**config.mk**
```make
export PLATFORM = sky130hd
export DESIGN_NAME = instruction_sequencer
export DESIGN_NICKNAME = d
export VERILOG_FILES = /design/src/rtl/cpu_ctrl_pkg.sv /design/src/rtl/instr_decoder.sv /design/src/rtl/instruction_sequencer.sv
export SDC_FILE = /design/constraint.sdc
export NUM_CORES = 1
export LEC_CHECK = 0
export CORE_MARGIN = 4
export CORE_UTILIZATION = 45
export DETAILED_ROUTE_END_ITERATION = 10
export DONT_BUFFER_PORTS = 1
export GPL_TIMING_DRIVEN = 1
export PLACE_DENSITY = 0.64
export REMOVE_ABC_BUFFERS = 1
export SYNTH_ARGS = -nofsm -noshare
export SYNTH_HDL_FRONTEND = slang
export SYNTH_HIERARCHICAL = 1
export SYNTH_SLANG_ARGS = --single-unit
```
**constraint.sdc**
```tcl
create_clock -name CLK -period 2 [get_ports CLK]
set_clock_uncertainty 0.2 [all_clocks]
set_input_delay 0.2 -clock CLK [delete_from_list [all_inputs] [get_ports CLK]]
set_output_delay 0.2 -clock CLK [all_outputs]
set_load 0.1 [all_outputs]
```
**src/rtl/cpu_ctrl_pkg.sv**
```systemverilog
// cpu_ctrl_pkg: shared opcodes, ALU encodings, FSM states and control bundle for the lab CPU sequencer
// Contents:
//   OP_*     8-bit instruction opcodes
//   ALU_*    4-bit ALU select encodings
//   state_t  sequencer FSM states
//   ctrl_t   decoded control bundle produced by instr_decoder
package cpu_ctrl_pkg;

    localparam logic [7:0] OP_LOADI = 8'h00;
    localparam logic [7:0] OP_MOV   = 8'h01;
    localparam logic [7:0] OP_ADD   = 8'h02;
    localparam logic [7:0] OP_SUB   = 8'h03;
    localparam logic [7:0] OP_AND   = 8'h04;
    localparam logic [7:0] OP_OR    = 8'h05;
    localparam logic [7:0] OP_J     = 8'h06;
    localparam logic [7:0] OP_BEQ   = 8'h07;
    localparam logic [7:0] OP_BNE   = 8'h08;
    localparam logic [7:0] OP_MULT  = 8'h09;
    localparam logic [7:0] OP_SLL   = 8'h0A;
    localparam logic [7:0] OP_SRL   = 8'h0B;
    localparam logic [7:0] OP_SRA   = 8'h0C;
    localparam logic [7:0] OP_ROR   = 8'h0D;

    localparam logic [3:0] ALU_MOV  = 4'b0000;
    localparam logic [3:0] ALU_ADD  = 4'b0001;
    localparam logic [3:0] ALU_AND  = 4'b0010;
    localparam logic [3:0] ALU_OR   = 4'b0011;
    localparam logic [3:0] ALU_SRL  = 4'b0100;
    localparam logic [3:0] ALU_SLL  = 4'b0101;
    localparam logic [3:0] ALU_ROR  = 4'b0110;
    localparam logic [3:0] ALU_SRA  = 4'b0111;
    localparam logic [3:0] ALU_MULT = 4'b1000;

    typedef enum logic [1:0] {S_IDLE, S_EXEC, S_WB} state_t;

    typedef struct packed {
        logic [3:0] aluop;
        logic       neg_sel;
        logic       imm_sel;
        logic       writes;
        logic       is_branch;
        logic       branch_ne;
        logic       is_jump;
        logic       illegal;
    } ctrl_t;

endpackage

```
**src/rtl/instr_decoder.sv**
```systemverilog
// instr_decoder: combinational opcode to control-bundle decode
// Ports:
//   opcode  in   8   instruction opcode field
//   ctrl    out  11  packed ctrl_t bundle
// Macro EXT_OPS_EN enables mult and the shift opcodes; without it they decode as illegal.
module instr_decoder
    import cpu_ctrl_pkg::*;
(
    input  logic [7:0]               opcode,
    output logic [$bits(ctrl_t)-1:0] ctrl
);

    ctrl_t c;

    always_comb begin
        c = '0;
        case (opcode)
            OP_LOADI: begin c.imm_sel = 1'b1; c.writes = 1'b1; end
            OP_MOV:   c.writes = 1'b1;
            OP_ADD:   begin c.aluop = ALU_ADD; c.writes = 1'b1; end
            OP_SUB:   begin c.aluop = ALU_ADD; c.neg_sel = 1'b1; c.writes = 1'b1; end
            OP_AND:   begin c.aluop = ALU_AND; c.writes = 1'b1; end
            OP_OR:    begin c.aluop = ALU_OR; c.writes = 1'b1; end
            OP_J:     c.is_jump = 1'b1;
            OP_BEQ:   begin c.aluop = ALU_ADD; c.neg_sel = 1'b1; c.is_branch = 1'b1; end
            OP_BNE:   begin c.aluop = ALU_ADD; c.neg_sel = 1'b1; c.is_branch = 1'b1; c.branch_ne = 1'b1; end
`ifdef EXT_OPS_EN
            OP_MULT:  begin c.aluop = ALU_MULT; c.writes = 1'b1; end
            OP_SLL:   begin c.aluop = ALU_SLL; c.imm_sel = 1'b1; c.writes = 1'b1; end
            OP_SRL:   begin c.aluop = ALU_SRL; c.imm_sel = 1'b1; c.writes = 1'b1; end
            OP_SRA:   begin c.aluop = ALU_SRA; c.imm_sel = 1'b1; c.writes = 1'b1; end
            OP_ROR:   begin c.aluop = ALU_ROR; c.imm_sel = 1'b1; c.writes = 1'b1; end
`endif
            default:  c.illegal = 1'b1;
        endcase
    end

    assign ctrl = c;

endmodule

```
**src/rtl/instruction_sequencer.sv**
```systemverilog
// instruction_sequencer: IDLE/EXEC/WB control sequencer driving the lab CPU ALU and register file
// Ports:
//   CLK, RESET (async active-low)
//   INSTRUCTION, INSTR_VALID, INSTR_READY   instruction handshake
//   ZERO                                    ALU zero flag, resolves beq/bne
//   ALUOP, NEG_SEL, IMM_SEL, IMMEDIATE      ALU controls, held from accept until next accept
//   READREG1, READREG2, WRITEREG, OFFSET    register/offset fields, held likewise
//   WRITEENABLE, BRANCH_TAKEN, JUMP_TAKEN, ILLEGAL   one-cycle WB pulses
// Macro EXT_OPS_EN enables mult/shift decode and the MULT_WAIT down-counter.
module instruction_sequencer
    import cpu_ctrl_pkg::*;
#(
    parameter int MULT_WAIT = 2
) (
    input  logic        CLK,
    input  logic        RESET,
    input  logic [31:0] INSTRUCTION,
    input  logic        INSTR_VALID,
    output logic        INSTR_READY,
    input  logic        ZERO,
    output logic [3:0]  ALUOP,
    output logic        NEG_SEL,
    output logic        IMM_SEL,
    output logic [7:0]  IMMEDIATE,
    output logic [2:0]  READREG1,
    output logic [2:0]  READREG2,
    output logic [2:0]  WRITEREG,
    output logic        WRITEENABLE,
    output logic        BRANCH_TAKEN,
    output logic        JUMP_TAKEN,
    output logic [7:0]  OFFSET,
    output logic        ILLEGAL
);

    if (MULT_WAIT < 0 || MULT_WAIT > 7) begin : g_bad_wait
        $error("MULT_WAIT must be in 0..7");
    end

    state_t                   state, state_nx;
    logic [$bits(ctrl_t)-1:0] dec_raw;
    ctrl_t                    dec;
    logic                     accept, exec_done, leave;
    logic                     wb_write, wb_branch, wb_ne, wb_jump, wb_illegal;
    logic                     unused_bits;

    instr_decoder u_dec (.opcode(INSTRUCTION[31:24]), .ctrl(dec_raw));

    assign dec         = ctrl_t'(dec_raw);
    assign unused_bits = ^{INSTRUCTION[15:11], INSTRUCTION[7:3]};
    assign INSTR_READY = (state == S_IDLE) & RESET;
    assign accept      = INSTR_VALID & INSTR_READY;
    assign leave       = (state == S_EXEC) & exec_done;

`ifdef EXT_OPS_EN
    // Counts the extra EXEC cycles of a mult; zero means this is the last EXEC cycle.
    logic [2:0] cnt;
    always_ff @(posedge CLK or negedge RESET) begin
        if (!RESET)
            cnt <= '0;
        else if (accept)
            cnt <= (dec.aluop == ALU_MULT) ? 3'(MULT_WAIT) : 3'd0;
        else if (state == S_EXEC && cnt != 3'd0)
            cnt <= cnt - 3'd1;
    end
    assign exec_done = (cnt == 3'd0);
`else
    assign exec_done = 1'b1;
`endif

    always_ff @(posedge CLK or negedge RESET) begin
        if (!RESET)
            state <= S_IDLE;
        else
            state <= state_nx;
    end

    always_comb begin
        state_nx = state;
        case (state)
            S_IDLE:  state_nx = accept ? S_EXEC : S_IDLE;
            S_EXEC:  state_nx = exec_done ? S_WB : S_EXEC;
            default: state_nx = S_IDLE;
        endcase
    end

    // Controls are captured at accept and held; WB pulses are registered on the edge leaving EXEC.
    always_ff @(posedge CLK or negedge RESET) begin
        if (!RESET) begin
            ALUOP        <= '0;
            NEG_SEL      <= 1'b0;
            IMM_SEL      <= 1'b0;
            IMMEDIATE    <= '0;
            READREG1     <= '0;
            READREG2     <= '0;
            WRITEREG     <= '0;
            OFFSET       <= '0;
            wb_write     <= 1'b0;
            wb_branch    <= 1'b0;
            wb_ne        <= 1'b0;
            wb_jump      <= 1'b0;
            wb_illegal   <= 1'b0;
            WRITEENABLE  <= 1'b0;
            BRANCH_TAKEN <= 1'b0;
            JUMP_TAKEN   <= 1'b0;
            ILLEGAL      <= 1'b0;
        end else begin
            if (accept) begin
                ALUOP      <= dec.aluop;
                NEG_SEL    <= dec.neg_sel;
                IMM_SEL    <= dec.imm_sel;
                IMMEDIATE  <= INSTRUCTION[7:0];
                READREG1   <= INSTRUCTION[10:8];
                READREG2   <= INSTRUCTION[2:0];
                WRITEREG   <= INSTRUCTION[18:16];
                OFFSET     <= INSTRUCTION[23:16];
                wb_write   <= dec.writes;
                wb_branch  <= dec.is_branch;
                wb_ne      <= dec.branch_ne;
                wb_jump    <= dec.is_jump;
                wb_illegal <= dec.illegal;
            end
            WRITEENABLE  <= leave & wb_write;
            BRANCH_TAKEN <= leave & wb_branch & (ZERO ^ wb_ne);
            JUMP_TAKEN   <= leave & wb_jump;
            ILLEGAL      <= leave & wb_illegal;
        end
    end

endmodule

```
; ---- After elaboration in Yosys (flattened, before gate mapping)
; Index checks and enable logic that the tools add are counted.
[word_totals]
input_bits = 36
output_inout_bits = 36
wordCells = 52
ff_bits = 42
[classes]
reduce_logical = 7
n_eq_ne = 9
mux = 10
bitwise = 8
[op_table]
columns = op, count
row1 = equality test 8 x 3 -> 1 bit (second input constant), 4
row2 = equality test 8 x 2 -> 1 bit (second input constant), 2
row3 = OR reduction 9 bit, 1
row4 = equality test 8 x 1 -> 1 bit (second input constant), 1
row5 = equality test 8 x 4 -> 1 bit (second input constant), 1
row6 = zero test 8 bit, 1
row7 = 2-to-1 mux 1 bit, 8
row8 = AND 1 bit, 7
row9 = one-hot mux 2 bit (3 select lines), 1
row10 = OR reduction 6 bit, 1
row11 = one-hot mux 2 bit (2 select lines), 1
row12 = OR reduction 4 bit, 1
row13 = OR reduction 3 bit, 1
row14 = equality test 2 x 1 -> 1 bit (second input constant), 1
row15 = zero test 2 bit, 1
row16 = OR reduction 2 bit, 1
row17 = bitwise XOR 1 bit, 1

; ---- Logic depth before layout (Yosys ltp)
[logic_depth]
depth_word = 5
mapped_depth = 5
ltp_nobuf = 4

; ---- Modules after synthesis
; The synthesis kept the hierarchy.
[modules_own_cells]
columns = mod, n_inst, area_each_um2, seq_area_each_um2, cells_each
row1 = instruction_sequencer, 1, 1516.5, 900.9, 83
row2 = instr_decoder, 1, 171.4, 0.0, 25

; ---- Worst setup path before layout
; OpenSTA, ideal clock, no wires.
[synth_timing]
kind = register to output
start = register state[1]
end = output port INSTR_READY
stages_incl_launch_ff = 2
arrival_time_ps = 2586
required_time_ps = 1600
slack_ps = -986
n_path_buf = 0
cell_sequence = dfrtp_1 nor3b_1
[synth_via]
elab_chain_len = 2
[synth_lines]
columns = item, line
row1 = "start, declared", instruction_sequencer.sv:39  ; state_t state, state_nx;
row2 = "start signal, assigned", instruction_sequencer.sv:74  ; state <= state_nx;
row3 = zero test 2 bit, instruction_sequencer.sv:50  ; assign INSTR_READY = (state == S_IDLE) & RESET;
row4 = AND 1 bit, instruction_sequencer.sv:50
row5 = "end, declared", instruction_sequencer.sv:19  ; output logic INSTR_READY,
; No other way between the ends.

; ---- Final worst setup path
[layout_timing]
start = register state[0]
end = register WRITEREG[1]
[layout_via]
elab_chain_len = 3
[layout_lines]
columns = item, line
row1 = zero test 2 bit, instruction_sequencer.sv:50
row2 = AND 1 bit, instruction_sequencer.sv:50
row3 = AND 1 bit, instruction_sequencer.sv:51  ; assign accept = INSTR_VALID & INSTR_READY;
row4 = "end signal, assigned", instruction_sequencer.sv:114  ; WRITEREG <= INSTRUCTION[18:16];
row5 = "end, declared", instruction_sequencer.sv:27  ; output logic [2:0] WRITEREG,
; No other way between the ends.
; A chain may end at the register's enable or synchronous reset.

==> results.md <==
- Outcome: finished clean
- Cell family with most CP delay: flip-flops
- Worst Hold Margin: 0.0164 ns
- Syn avg cell area: around 16 um2
- Drt wl/cell: ~15 um
- Worst-path fanout max: 12
- Clock Latency Late Sink: roughly 0.28 ns
- RSZ-0062 raised after global routing: no
- VDD IR max: 480 uV
- Number of setup buffers added after CTS: 0
- Yosys cell types: 26
- Die ar.: about 4800 um2
- CP required: 1.97 ns
- Ports: between 70 and 80
- Initial DRC count: just under 60
- Die H: between 60 and 70 um
- Slew Viols, Final: 0
- Vias in the first global route: approximately 1,000
- # nets final: between 150 and 200
- Die Span X: a little under 70 um
- Yosys warns: 6
- Tightest Pin Transition: between 0.5 and 0.6 ns
- Final Hold Fails: 0
- WS Path Type: flip-flop to flip-flop
- Pwr dens: approximately 1400 nW/um2
- Worst-path clk slew: 0.07 ns
- Drt pass-1 iters: 3
- Buf/Inv on CP: 1
- Vias/cell: between 4 and 5
- Clock Sinks: 36
- Final Cycle Share: 0.826
- Post-cts hold buffer count: 23
- CTS tree: built
- CP cell instances: and4bb_4 > buf_4 > mux2_4
- Simple-Gate Fraction of Synth Area: 0.0890
- Final GP Congestion: 0.730
- Final Setup Violations: 0
- Syn-to-layout area delta: 37.5%
- Mapped Cells: 108
- First-pass GRT wire length: ~5300 um
- Max-slew headroom at the worst pin: 0.636
- Port Buffers: 0
- Hold/Removal Path Class: input port to flip-flop
- Xor and xnor fraction of the mapped netlist area: 0.00519
- Sequential fraction of the synthesis area: 0.534
- Post-CTS Resized: 0
- # rows: 21
- Crit end category: flip-flop
- Setup tns final: 0 ns
- Startpoint Class: flip-flop
- Fmax: 605 MHz
- Max cap viols: 0
- Core area: approximately 3500 um2
- Mux share of post-synthesis cell area: 0.271
- CTS buffer count: 5
- Post-DP HPWL: 2080 um
- CP max stage delay: approximately 0.40 ns
- Main combinational cell family by area after synthesis: multiplexers
- Via count: roughly 1,000
- Leakage: 1.10 nW
- Htree depth: 2
- Final antenna-violating net count: 0
- Worst EP arrival: between 1.5 and 2 ns
- Initial antenna violation count: 0
- Cell Area, Synth: around 1700 um2
- Final wirelength: around 3200 um
- ANT cells: 0
- Total grt overflow: 0
- Largest net degree at the start of global routing: 37
- Compound-Gate Fraction of Synth Area: 0.0163
- Layout cells sized above 1: 0.535
- Adder-Cell Fraction of Synth Area: 0
- Slowest CP cell: dfrtp_1
- Clock buffer depth: 2
- Final critical-path required period: 1.65 ns
- Fill cell count: between 200 and 300
- Clock root cell: clkbuf_8
- Total GRT Usage: 0.139
- Flops & latches, synth: 36
- Post-route DRC: 0
- Fin util: 0.669
- Starting density of the core: 0.487
state kept, by name, summed over array words and instances, names as in the netlist:
signal        flops
BRANCH_TAKEN      1
READREG1          3
wb_illegal        1
JUMP_TAKEN        1
NEG_SEL           1
state             2
ALUOP             4
wb_jump           1
ILLEGAL           1
wb_branch         1
OFFSET            6
IMM_SEL           1
wb_write          1
wb_ne             1
WRITEREG          2
IMMEDIATE         8
WRITEENABLE       1
per-layer routing:
metal  vias to the layer above  share of wire  global-route usage
met5                         -              0                   0
met4                         0          0.015              0.0390
met3                         5          0.093              0.0696
met2                        49           0.45               0.202
met1                       485           0.45               0.183
li1                        461              -                   -
placed cells by master, fill, tap and decap left out:
master	n
dfrtp_2	6
clkbuf_8	5
dfrtp_1	30
or4_4	1
nor2b_1	2
nor3b_2	2
mux2_2	2
nand2b_4	1
nand2_1	4
a21oi_1	4
buf_12	4
nand3_1	1
xor2_1	1
nor2_1	1
dlygate4sd3_1	22
inv_1	1
nor4_2	1
mux2_4	29
nor3_1	1
and3_1	1
bufinv_16	3
o21bai_1	1
and2_1	3
clkbuf_16	1
buf_4	28
and4bb_4	1
conb_1	2
nor3_2	1
logic make-up after synthesis:
logic type,count (synthesis)
flip-flops,36
AND/OR/NAND/NOR,20
multiplexers,31
buffers and inverters,14
AO/OA/AOI/OAI,5
other,1
XOR/XNOR,1
stage by stage:
step | instance area, um2 | total power, W | worst slack [ns] | cells
6_report | 2320 | 0.00314 | 0.347 | 205
5_1_grt | 2320 | 0.00324 | 0.307 | 205
4_1_cts | 2320 | 0.00316 | 0.333 | 205
3_5_place_dp | 1920 | 0.00222 | 0.347 | 174
3_3_place_gp | 1920 | 0.00221 | 0.392 | 174
2_1_floorplan | 1560 | 0.00197 | -0.986 | 96
synthesized netlist by cell type:
cell	number	area (um2)
inv_1	1	3.75
nor2_1	1	3.75
and3_1	1	6.26
and2_1	3	18.8
dfrtp_1	36	901
nor3b_2	1	12.5
mux2_4	29	435
nand2b_4	1	13.8
nand2_1	4	15.0
clkbuf_1	1	3.75
nand3_1	1	5.00
and4bb_4	1	16.3
a21oi_1	4	20.0
buf_6	1	11.3
buf_4	8	60.1
conb_1	1	3.75
nor3_2	1	10.0
nor3_1	1	5.00
o21bai_1	1	7.51
nor4_2	1	12.5
xor2_1	1	8.76
mux2_2	2	22.5
buf_12	3	60.1
or4_4	1	11.3
nor2b_1	2	12.5
nor3b_1	1	7.51
where the power goes:
part	internal [W]	switching (W)	total, W
clock	0.000624	0.000253	0.000877
combinational	0.000328	0.00104	0.00137
sequential	0.000831	0.0000591	0.000890
total	0.00178	0.00136	0.00314
layout make-up:
type                            count  area, um2  share of cell area
Sequential cell                    36        908               0.391
Multi-Input combinational cell     59        657               0.283
Timing Repair Buffer               55        536               0.231
Clock inverter                      3       90.1              0.0388
Clock buffer                        5       68.8              0.0296
Tap cell                           46       57.6              0.0248
Inverter                            1       3.75             0.00162
worst reg2reg max path, stage by stage (launching register included):
cell and delay (ns):
dfrtp_1 0.40, and4bb_4 0.36, buf_4 0.25, mux2_4 0.33
path summary, 6_finish.rpt:
check | from | end | slack [ns] | depth (start not counted)
max | state[0]$_DFF_PN0_ | WRITEREG[1]$_DFFE_PN0P_ | 0.35 | 3
min | INSTRUCTION[24] | wb_jump$_DFFE_PN0P_ | 0.02 | 2
max reg2reg | state[0]$_DFF_PN0_ | WRITEREG[1]$_DFFE_PN0P_ | 0.35 | 3
min reg2reg | wb_illegal$_DFFE_PN0P_ | ILLEGAL$_DFF_PN0_ | 0.29 | 1
max in group asynchronous | RESET | WRITEREG[1]$_DFFE_PN0P_ | 1.24 | 2
min in group asynchronous | RESET | OFFSET[6]$_DFFE_PN0P_ | 0.15 | 2
Note: power is estimated with default switching activity, not from simulation.
